### config.mk
export PLATFORM = sky130hd
export DESIGN_NAME = fifo_rd_ctrl
export DESIGN_NICKNAME = d
export VERILOG_FILES = /design/src/rtl/fifo_cdc_pkg.sv /design/src/rtl/fifo_rd_ctrl_gray_ptr_sync.sv /design/src/rtl/fifo_rd_ctrl.sv
export SDC_FILE = /design/constraint.sdc
export NUM_CORES = 1
export LEC_CHECK = 0
export BUFFER_PORTS_ARGS = -buffer_cell sky130_fd_sc_hd__buf_2
export CAP_MARGIN = 5
export CELL_PAD_IN_SITES_DETAIL_PLACEMENT = 2
export CELL_PAD_IN_SITES_GLOBAL_PLACEMENT = 2
export CORE_MARGIN = 4
export CORE_UTILIZATION = 31
export CTS_CLUSTER_DIAMETER = 50
export DETAILED_ROUTE_END_ITERATION = 6
export GPL_TIMING_DRIVEN = 0
export PLACE_DENSITY_LB_ADDON = 0.1
export SYNTH_ARGS = -nofsm -noshare
export SYNTH_HDL_FRONTEND = slang
export SYNTH_HIERARCHICAL = 1
export SYNTH_SLANG_ARGS = --single-unit
### constraint.sdc
create_clock -name clk -period 2.65 [get_ports clk]
set_input_delay 0.3975 -clock clk [delete_from_list [all_inputs] [get_ports clk]]
set_output_delay 0.3975 -clock clk [all_outputs]
set_load 0.02 [all_outputs]
### src/rtl/fifo_cdc_pkg.sv
// Shared constants and Gray-code helpers for the dual-clock FIFO pointer controllers.
// The helpers take any pointer width up to PTR_MAX_W; callers zero-extend and truncate.
package fifo_cdc_pkg;

    localparam int unsigned FIFO_ADDR_W      = 4;
    localparam int unsigned FIFO_SYNC_STAGES = 2;
    localparam int unsigned PTR_MAX_W        = 32;

    function automatic logic [PTR_MAX_W-1:0] bin2gray(input logic [PTR_MAX_W-1:0] bin);
        return bin ^ (bin >> 1);
    endfunction

    // Zero upper bits leave the result unaffected, so one body serves every width.
    function automatic logic [PTR_MAX_W-1:0] gray2bin(input logic [PTR_MAX_W-1:0] gray);
        logic [PTR_MAX_W-1:0] bin;
        bin = gray;
        for (int unsigned i = 1; i < PTR_MAX_W; i++) begin
            bin = bin ^ (gray >> i);
        end
        return bin;
    endfunction

endpackage

### src/rtl/fifo_rd_ctrl_gray_ptr_sync.sv
// Multi-flop synchronizer for a Gray-coded pointer crossing clock domains.
// Shared by the read and write controllers; nothing sits in front of the first flop.
module gray_ptr_sync #(
    parameter int unsigned W      = 5,
    parameter int unsigned STAGES = 2
) (
    input  logic         clk,
    input  logic         clr_n,
    input  logic [W-1:0] d,
    output logic [W-1:0] q
);

    logic [W-1:0] chain [STAGES];

    always_ff @(posedge clk or negedge clr_n) begin
        if (!clr_n) begin
            for (int unsigned i = 0; i < STAGES; i++) begin
                chain[i] <= '0;
            end
        end else begin
            chain[0] <= d;
            for (int unsigned i = 1; i < STAGES; i++) begin
                chain[i] <= chain[i-1];
            end
        end
    end

    assign q = chain[STAGES-1];

endmodule

### src/rtl/fifo_rd_ctrl.sv
// Read-side pointer/flag controller of the dual-clock FIFO (read clock domain).
// Optional almost-empty flag enabled by defining ALMOST_EMPTY_EN.
module fifo_rd_ctrl
    import fifo_cdc_pkg::*;
#(
    parameter int unsigned ADDR_W      = FIFO_ADDR_W,
    parameter int unsigned SYNC_STAGES = FIFO_SYNC_STAGES,
    parameter int unsigned AE_THRESH   = 2
) (
    input  logic              clk,
    input  logic              clr_n,
    input  logic              rd_en,
    input  logic [ADDR_W:0]   wr_ptr_gray,
    output logic [ADDR_W:0]   rd_ptr_gray,
    output logic [ADDR_W-1:0] rd_addr,
    output logic              mem_rd_en,
    output logic              empty,
    output logic [ADDR_W:0]   rd_level,
    output logic              rd_underflow,
    output logic              almost_empty
);

    localparam int unsigned PTR_W = ADDR_W + 1;

    if (SYNC_STAGES < 2 || SYNC_STAGES > 4) begin : g_bad_sync
        $error("fifo_rd_ctrl: SYNC_STAGES must be 2..4");
    end
    if (AE_THRESH > (1 << ADDR_W)) begin : g_bad_ae
        $error("fifo_rd_ctrl: AE_THRESH exceeds FIFO depth");
    end

    logic [PTR_W-1:0] wq_sync;
    logic [PTR_W-1:0] rd_bin;
    logic [PTR_W-1:0] rd_bin_next;
    logic [PTR_W-1:0] rd_gray_next;
    logic [PTR_W-1:0] wbin;
    logic [PTR_W-1:0] level_next;
    logic             pop;
    logic             empty_next;

    gray_ptr_sync #(
        .W      (PTR_W),
        .STAGES (SYNC_STAGES)
    ) u_wptr_sync (
        .clk   (clk),
        .clr_n (clr_n),
        .d     (wr_ptr_gray),
        .q     (wq_sync)
    );

    // Next-pointer and flag computation; empty compares in Gray, level in binary.
    always_comb begin
        pop          = rd_en & ~empty;
        rd_bin_next  = rd_bin + PTR_W'(pop);
        rd_gray_next = PTR_W'(bin2gray(PTR_MAX_W'(rd_bin_next)));
        wbin         = PTR_W'(gray2bin(PTR_MAX_W'(wq_sync)));
        level_next   = wbin - rd_bin_next;
        empty_next   = (rd_gray_next == wq_sync);
    end

    assign mem_rd_en = pop;
    assign rd_addr   = rd_bin[ADDR_W-1:0];

    always_ff @(posedge clk or negedge clr_n) begin
        if (!clr_n) begin
            rd_bin       <= '0;
            rd_ptr_gray  <= '0;
            empty        <= 1'b1;
            rd_level     <= '0;
            rd_underflow <= 1'b0;
        end else begin
            rd_bin       <= rd_bin_next;
            rd_ptr_gray  <= rd_gray_next;
            empty        <= empty_next;
            rd_level     <= level_next;
            rd_underflow <= rd_en & empty;
        end
    end

`ifdef ALMOST_EMPTY_EN
    always_ff @(posedge clk or negedge clr_n) begin
        if (!clr_n) begin
            almost_empty <= 1'b1;
        end else begin
            almost_empty <= (PTR_MAX_W'(level_next) <= PTR_MAX_W'(AE_THRESH));
        end
    end
`else
    assign almost_empty = 1'b0;
`endif

endmodule

==> metrics, run 1 <==
TritonRoute pass-1 iters=4; Final Cycle Share=0.943; final hold viol count=0; GRT Total Usage=0.106; via count=715; Root Driver=clkbuf_8; Reg clk slew, reported paths=0.09 ns; Synth Instances=86; final setup TNS=0 ns; CTS max path bufs=2; TritonCTS clock tree=built; Critical Path Sink Type=flip-flop; Congestion Overflow GR=0; Slew Limit Fails=0; post-synth cell types=26; Req. time, crit path=2.80 ns; worst hold path type=input port to asynchronous set/reset pin; Leak=0.000679 uW; outcome=finished, final reports clean; port bufs=24; first-iteration detailed-routing DRC count=37; Post-CTS Hold Fix Bufs=0; Total Routed Length=2110 microns; Post-DP HPWL=1560 microns; RSZ-0062 raised after global routing=false; RePlAce Congestion=0.694; Final Net Count=131; Die Wd=68.8 microns; pin count of the biggest net entering global routing=27; starting density of the core=0.333; worst slew pin tran=0.578 ns; Die Ht=68.8 microns; dominant cells by area after synthesis=dfrtp_1 (55%), xnor2_1 (11%), ha_1 (5.5%), xor2_1 (5.4%), buf_4 (3.9%); register area share after synthesis=0.569; worst rel slew slack=0.614; Placement Setup Slack=-0.200 ns; max frequency=0.400 GHz; syn avg cell area=13.3 sq um; Post-Syn Area=1140 sq um; layout cells sized above 1=0.362; MaxCap Viol Count=0; Tmin final=2.50 ns; Area Growth Syn to Fin=24.7%; area leader, netlist=dfrtp_1; total power=1860 uW; Net Count, Synth=100; Clock Latency Late Sink=0.27 ns; Min Hold Slack=0.109 ns; Cell Count, Final, Fillers Out=162; diodes inserted=0; row count=21; vias in the first global route=818; Max Used Layer=met4; htree depth=1; DRC errors left=0; top-area cell type share of the netlist area=0.546; antenna violations before repair=0; TritonCTS Buffers=3; filler cell count=355; Critical Path Fanout Max=6; Critical Path AT=2.65 ns; first-pass GRT wire length=3620 microns; die area=4730 sq um; Clock Skew=0.00532 ns; final worst slack=0.151 ns; drt wl/cell=13.0 microns; PD cells=1300 nW/um^2; wire length on met1=961 microns; Routed Antenna Nets=0; # IOs=26; register bit total from synthesis=26; # clock sinks=26; worst vdd ir=389 uV; Critical Path Start Type=flip-flop; Crit Path Category=flip-flop to flip-flop; WL met3=120 microns; dpl cells=156; via/cell ratio=4.41; core area=3440 sq um; wire length on met2=975 microns; Synth Warn #=6; Final Setup Violations=0
## metal layers
metal / global-route usage / vias to the layer above
met5: 0 / -
met3: 0.0194 / 5
met4: 0.0584 / 0
li1: - / 332
met2: 0.173 / 22
met1: 0.133 / 356
## cells by family after synthesis
family | after synthesis | synth area share
flip-flops | 26 | 0.569
XOR/XNOR | 22 | 0.180
AND/OR/NAND/NOR | 10 | 0.0492
buffers and inverters | 10 | 0.0525
AO/OA/AOI/OAI | 9 | 0.0557
adder cells (fa/ha/maj) | 7 | 0.0809
other | 1 | 0.00328
multiplexers | 1 | 0.00874
## repair_timing
action,4_1_cts,5_1_grt
pin swaps,1,1
setup endpoints to repair,1,1
resized for setup,4,2
buffers inserted,1,1
## placed cells by master (no fill, tap or decap)
cell type,count
maj3_1,1
dfstp_2,1
mux2i_1,1
a21boi_0,2
a31oi_1,1
buf_2,24
and2_1,2
dfrtp_1,25
or3_1,1
nand3_1,2
o21ai_0,1
conb_1,1
xnor3_1,1
nor2_1,2
a21oi_1,1
nor2b_1,1
a21o_1,1
ha_1,5
xor2_1,6
xnor2_2,2
nand2_1,1
buf_4,8
clkbuf_1,1
xnor2_4,1
and4b_1,1
a211oi_2,1
fa_1,1
xnor2_1,11
inv_1,4
a21oi_2,1
clkbuf_8,3
o21a_1,1
xor2_2,1
## cell usage after synthesis
cell	instances
mux2i_1	1
dfstp_2	1
nand3_1	2
dfrtp_1	25
inv_1	4
nor2_1	2
a31oi_1	1
xor2_1	7
nor2b_1	1
a21boi_0	2
a21oi_1	2
o21a_1	1
o21ai_0	1
xnor2_1	14
a211oi_2	1
buf_4	6
fa_1	1
conb_1	1
and2_1	2
a21o_1	1
and4b_1	1
nand2_1	1
xnor3_1	1
maj3_1	1
or3_1	1
ha_1	5
## worst max-delay path, stage by stage (launching register included)
cell and delay, ns:
dfstp_2 0.54, nor2b_1 0.06, ha_1 0.25, ha_1 0.30
xnor2_2 0.37, ha_1 0.27, a21oi_2 0.07, maj3_1 0.38
xnor2_1 0.14
## cell type report
| class | instances | area, sq um | area share |
|---|---|---|---|
| flip-flops and latches | 26 | 652 | 0.457 |
| multi-input cells | 50 | 478 | 0.335 |
| repair buffers | 26 | 135 | 0.0947 |
| well taps | 46 | 57.6 | 0.0403 |
| clock buffers | 4 | 45.0 | 0.0316 |
| plain buffers | 6 | 45.0 | 0.0316 |
| inverters | 4 | 15.0 | 0.0105 |
## state kept, by name, indices dropped and copies added (netlist names)
| register | cells |
|---|---|
| empty | 1 |
| u_wptr_sync/chain | 5 |
| rd_ptr_gray | 4 |
| u_wptr_sync/q | 5 |
| rd_bin | 5 |
| rd_level | 5 |
| rd_underflow | 1 |
## power by group
part / switching (uW) / internal (uW) / total [uW] / leakage, uW
Combinational: 572 / 431 / 1000 / 0.000352
Sequential: 84.9 / 538 / 623 / 0.000305
Clock: 126 / 108 / 234 / 0.0000228
Total: 782 / 1080 / 1860 / 0.000679
## per-stage QoR
step | utilization | cell area, sq um
2_1_floorplan | - | 1140
3_3_place_gp | 0.384 | 1320
3_5_place_dp | 0.384 | 1320
4_1_cts | 0.408 | 1410
5_1_grt | 0.415 | 1430
6_report | 0.415 | 1430
## final timing paths
kind | start | slack (ns) | end | depth (start not counted)
max in group asynchronous | clr_n | 2.16 | u_wptr_sync/q[3]$_DFF_PN0_ | 1
worst min register to register | u_wptr_sync/chain[8]$_DFF_PN0_ | 0.35 | u_wptr_sync/q[3]$_DFF_PN0_ | 0
worst max-delay path | empty$_DFF_PN1_ | 0.15 | rd_level[4]$_DFF_PN0_ | 8
min in group clk | wr_ptr_gray[1] | 0.22 | u_wptr_sync/chain[6]$_DFF_PN0_ | 1
worst min-delay path | clr_n | 0.11 | rd_level[0]$_DFF_PN0_ | 1
worst max register to register | empty$_DFF_PN1_ | 0.15 | rd_level[4]$_DFF_PN0_ | 8
No activity file was read; power rests on OpenSTA's default activity.
==> run 2, diff against run 1 <==
CORE_UTILIZATION = 37   (was 31)
clock period = 2.9 ns   (was 2.65 ns; I/O delays follow)
==> run 2 against run 1 <==
Net effect: design area down 3.0%; non-clock buffer count is the same; combinational power is 9.5% lower; setup slack gained 0.11 ns; utilization rose by 7.1 points; count of clock-buffer cells in the layout is the same; power decreased by 11%; maximum frequency shrank 5.1%; sequential cell count did not move; largest power group unchanged.
==> metrics, run 2 (synthesized netlist as in run 1, its figures left out) <==
DRC errors left=0; final setup TNS=0 ns; CTS max path bufs=2; worst r2r src=u_wptr_sync/q[3]$_DFF_PN0_; Req. time, crit path=3.15 ns; Root Driver=clkbuf_4; RSZ-0062 raised after global routing=false; Critical Path Fanout Max=3; worst-path cell chain=buf_4 -> xnor2_2 -> xnor2_2 -> xor2_2 -> xnor2_1 -> ha_1 -> inv_1 -> fa_1 -> a21oi_1 -> maj3_1 -> xnor2_1; register share of total power=0.343; final hold viol count=0; commonest cells after routing, fill and taps aside=dfrtp_1 (25), buf_2 (24), xnor2_1 (11); row count=19; Largest delay share family, worst path=XOR/XNOR gates; Reg2Reg Depth=11; first-pass GRT wire length=3820 microns; Final Net Count=131; Clock Power Share=0.113; Total Routed Length=2160 microns; Area Growth Syn to Fin=21.0%; Reg clk slew, reported paths=0.15 ns; area of the multi-input gates=463 sq um; Post-CTS Hold Fix Bufs=0; TritonCTS clock tree=built; # clock sinks=26; worst hold path type=input port to asynchronous set/reset pin; Clock Latency Late Sink=0.33 ns; FF-to-FF End=rd_level[4]$_DFF_PN0_; drt wl/cell=14.7 microns; via count=691; layout cells sized above 1=0.362; Tmin final=2.63 ns; reg2reg setup slack=0.27 ns; critical path depth=11; Crit Path Category=flip-flop to flip-flop; max frequency=0.380 GHz; dpl cell area=1300 sq um; worst slew pin tran=0.563 ns; most common cell after layout, fill and taps aside=dfrtp_1; worst vdd ir=389 uV; sw frac=0.425; Critical Path AT=2.89 ns; CP bufs+invs=2; design area=1390 sq um; MaxCap Viol Count=0; vias in the first global route=750; critical path endpoint=rd_level[4]$_DFF_PN0_; critical path's largest stage delay=0.40 ns; die area=4050 sq um; GRT Total Usage=0.124; TritonCTS Buffers=3; starting density of the core=0.401; Critical Path Sink Type=flip-flop; diodes inserted=0; Worst Setup SP=u_wptr_sync/q[3]$_DFF_PN0_; RePlAce Congestion=0.681; pin count of the biggest net entering global routing=27; Comb pwr share=0.544; Routed Antenna Nets=0; Congestion Overflow GR=0; Die Wd=63.6 microns; Post-DP HPWL=1600 microns; outcome=finished, final reports clean; internal cell power=957 uW; Final Setup Violations=0; register area=652 sq um; slowest CP cell=fa_1; PD cells=1200 nW/um^2; Clock Skew=0.0118 ns; Final Cycle Share=0.908; TritonRoute pass-1 iters=2; Slew Limit Fails=0; P_sw=706 uW; Leak=0.000676 uW; antenna violations before repair=0; htree depth=1; filler cell count=292; port bufs=24; Die Ht=63.6 microns; Critical Path Start Type=flip-flop; first-iteration detailed-routing DRC count=3; via/cell ratio=4.70; core area=2850 sq um; # IOs=26; worst rel slew slack=0.625
[run 2: routing by layer]
| metal | wire (microns) | vias up | global-route usage |
|---|---|---|---|
| li1 | - | 331 | - |
| met1 | 1010 | 333 | 0.167 |
| met2 | 1000 | 23 | 0.184 |
| met3 | 112 | 4 | 0.0391 |
| met4 | 34 | 0 | 0.0485 |
| met5 | 0 | - | 0 |
[run 2: final cells by class]
class / count / share of cell area
buffer: 6 / 0.0325
clock buffer: 4 / 0.0262
timing repair buffer: 26 / 0.0976
multi-input combinational: 50 / 0.334
sequential: 26 / 0.471
tap: 31 / 0.0280
inverter: 4 / 0.0108
[run 2: worst min path at each step]
| stage | from | endpoint | slack, ns |
|---|---|---|---|
| global route | clr_n | u_wptr_sync/q[0]$_DFF_PN0_ | 0.09 |
| detailed placement | u_wptr_sync/chain[8]$_DFF_PN0_ | u_wptr_sync/q[3]$_DFF_PN0_ | 0.34 |
| global placement | u_wptr_sync/chain[6]$_DFF_PN0_ | u_wptr_sync/q[1]$_DFF_PN0_ | 0.33 |
| finish | clr_n | u_wptr_sync/q[0]$_DFF_PN0_ | 0.07 |
| floorplan | clr_n | rd_bin[0]$_DFF_PN0_ | 0.14 |
| CTS | clr_n | rd_bin[1]$_DFF_PN0_ | 0.1 |
[run 2: through the flow]
step	hold slack, ns	utilization	power (uW)	instances	setup WS [ns]
2_1_floorplan	0.139	-	1220	86	0.322
6_report	0.0690	0.486	1660	147	0.266
3_5_place_dp	0.336	0.457	1480	141	0.00876
3_3_place_gp	0.331	0.457	1440	141	0.0537
5_1_grt	0.0930	0.486	1820	147	0.0232
4_1_cts	0.0969	0.472	1680	145	0.0369
[run 2: what timing repair did]
item,4_1_cts,5_1_grt
pin swaps,0,1
setup endpoints to repair,1,1
resized for setup,1,3
buffers inserted,0,2
[run 2: power by group through the flow]
stage	logic [uW]	clock network, uW	registers (uW)
6_report	905	187	571
5_1_grt	1010	216	596
4_1_cts	910	199	572
3_5_place_dp	899	0	578
3_3_place_gp	868	0	568
2_1_floorplan	519	0	704
==> run 3, diff against run 2 <==
ABC_AREA = 1   (was unset)
CORE_UTILIZATION = 34   (was 37)
==> run 3 against run 2 <==
Net effect: synthesized cell count up 56%; maximum frequency up 11%; critical endpoint unchanged; design area up 8.2%; highest routed layer unchanged.
==> metrics, run 3 <==
outcome=finished, final reports clean; DRC errors left=0; worst rel slew slack=0.611; Final Setup Violations=0; post-synth cell types=21; leading cell type by number of instances after synthesis=nand2_1; Placement Setup Slack=0.458 ns; via count=937; register bit total from synthesis=26; EDFF count, synth=0; syn avg cell area=9.33 sq um; ys flop type=dfrtp_1; Comb pwr share=0.522; design area=1500 sq um; first-iteration detailed-routing DRC count=48; antenna violations before repair=0; Clock Latency Late Sink=0.27 ns; Slew Limit Fails=0; Crit Path Category=flip-flop to flip-flop; P_sw=789 uW; dpl cell area=1430 sq um; Req. time, crit path=3.07 ns; final hold viol count=0; drt wl/cell=12.6 microns; Critical Path Fanout Max=5; Die Ht=68.6 microns; die area=4710 sq um; worst hold path type=input port to asynchronous set/reset pin; first-pass GRT wire length=4640 microns; area leader, netlist=dfrtp_1; RSZ-0062 raised after global routing=false; Critical Path Start Type=flip-flop; post-CTS sizing=0; internal cell power=975 uW; Leak=0.000821 uW; diodes inserted=0; Routed Antenna Nets=0; Synth Warn #=6; Net Count, Synth=148; Clock Power Share=0.170; TritonCTS clock tree=built; Critical Path AT=2.54 ns; sw frac=0.447; row count=21; MaxCap Viol Count=0; Final Cycle Share=0.820; Critical Path Sink Type=flip-flop; TritonRoute pass-1 iters=2; # clock sinks=26; Async SR Flop Fraction=1.00; Final Net Count=177; Root Driver=clkbuf_8; Total Routed Length=2620 microns; port bufs=24; top-area cell type share of the netlist area=0.501; GRT Total Usage=0.134; Clock Skew=0.00341 ns; most common cell after layout, fill and taps aside=nand2_1; register area share after synthesis=0.522; Area Growth Syn to Fin=19.9%; TritonCTS Buffers=3; max frequency=0.421 GHz; Tmin final=2.38 ns; post-CTS setup buffer count=0; layout cells sized above 1=0.309; pin count of the biggest net entering global routing=27; CTS max path bufs=2; commonest cells in the netlist=nand2_1 (28), dfrtp_1 (25), inv_1 (18), nand3_1 (13), nand2_2 (9); htree depth=1; Synth Instances=134; Post-Syn Area=1250 sq um; Post-DP HPWL=2100 microns; Congestion Overflow GR=0; Post-CTS Hold Fix Bufs=0; filler cell count=390; via/cell ratio=4.50; Reg clk slew, reported paths=0.09 ns; final worst slack=0.522 ns; vias in the first global route=984; starting density of the core=0.363; register share of total power=0.308; worst vdd ir=313 uV; dominant cells by area after synthesis=dfrtp_1 (50%), nand2_1 (8.4%), inv_1 (5.4%), nand3_1 (5.2%), ha_1 (5.0%); core area=3440 sq um; # IOs=26; RePlAce Congestion=0.729; commonest cells after routing, fill and taps aside=nand2_1 (28), dfrtp_1 (25), buf_2 (24); Die Wd=68.6 microns; worst slew pin tran=0.584 ns; PD cells=1180 nW/um^2; final setup TNS=0 ns
run 3: worst paths after layout:
check	start	to	slack [ns]	cells past startpoint
min reg2reg	u_wptr_sync/chain[7]$_DFF_PN0_	u_wptr_sync/q[2]$_DFF_PN0_	0.35	0
max reg2reg	empty$_DFF_PN1_	rd_level[4]$_DFF_PN0_	0.52	11
min	clr_n	rd_bin[1]$_DFF_PN0_	0.15	1
max	empty$_DFF_PN1_	rd_level[4]$_DFF_PN0_	0.52	11
max in group asynchronous	clr_n	u_wptr_sync/q[1]$_DFF_PN0_	2.36	1
min in group clk	wr_ptr_gray[4]	u_wptr_sync/chain[9]$_DFF_PN0_	0.26	1
run 3: power by group through the flow:
stage | Clock [uW] | Sequential [uW] | Combinational (uW)
3_3_place_gp | 0 | 546 | 904
3_5_place_dp | 0 | 553 | 934
2_1_floorplan | 0 | 681 | 532
4_1_cts | 313 | 545 | 945
5_1_grt | 332 | 558 | 1040
6_report | 300 | 543 | 921
run 3: layer usage:
layer / share of wire / vias to the layer above / track usage
met3: 0.048 / 4 / 0.0308
met1: 0.46 / 450 / 0.169
met5: 0 / - / 0
li1: - / 463 / -
met4: 0.011 / 0 / 0.0521
met2: 0.48 / 20 / 0.222
run 3: cell families after synthesis:
family	count (synthesis)	share of synthesized area
XOR/XNOR	7	0.0491
other	1	0.00300
AO/OA/AOI/OAI	3	0.0170
adder cells (fa/ha/maj)	6	0.0661
flip-flops	26	0.522
AND/OR/NAND/NOR	65	0.247
buffers and inverters	26	0.0961
run 3: cell type report:
| cell class | instances | area (sq um) | area share |
|---|---|---|---|
| Tap cell | 46 | 57.6 | 0.0384 |
| Clock inverter | 1 | 30.0 | 0.0200 |
| Buffer | 6 | 45.0 | 0.0301 |
| Sequential cell | 26 | 652 | 0.435 |
| Timing Repair Buffer | 24 | 120 | 0.0801 |
| Clock buffer | 3 | 41.3 | 0.0275 |
| Multi-Input combinational cell | 82 | 478 | 0.319 |
| Inverter | 20 | 75.1 | 0.0501 |
run 3: per-stage QoR:
stage	power (uW)	util	cells	hold WS [ns]
after floorplan	1210	-	134	0.139
after global placement	1450	0.415	204	0.334
after detailed placement	1490	0.415	204	0.336
after CTS	1800	0.435	208	0.173
after global routing	1930	0.435	208	0.190
final	1760	0.435	208	0.153
run 3: worst max-delay path, cell delays in order (launching register included):
cell and delay [ns]:
dfstp_2 0.55, nor2_1 0.06, ha_1 0.22, ha_1 0.39
inv_1 0.16, fa_1 0.43, nand2_1 0.08, inv_1 0.05
o21ai_1 0.15, nand2_1 0.07, nand2_1 0.06, nand2_1 0.06
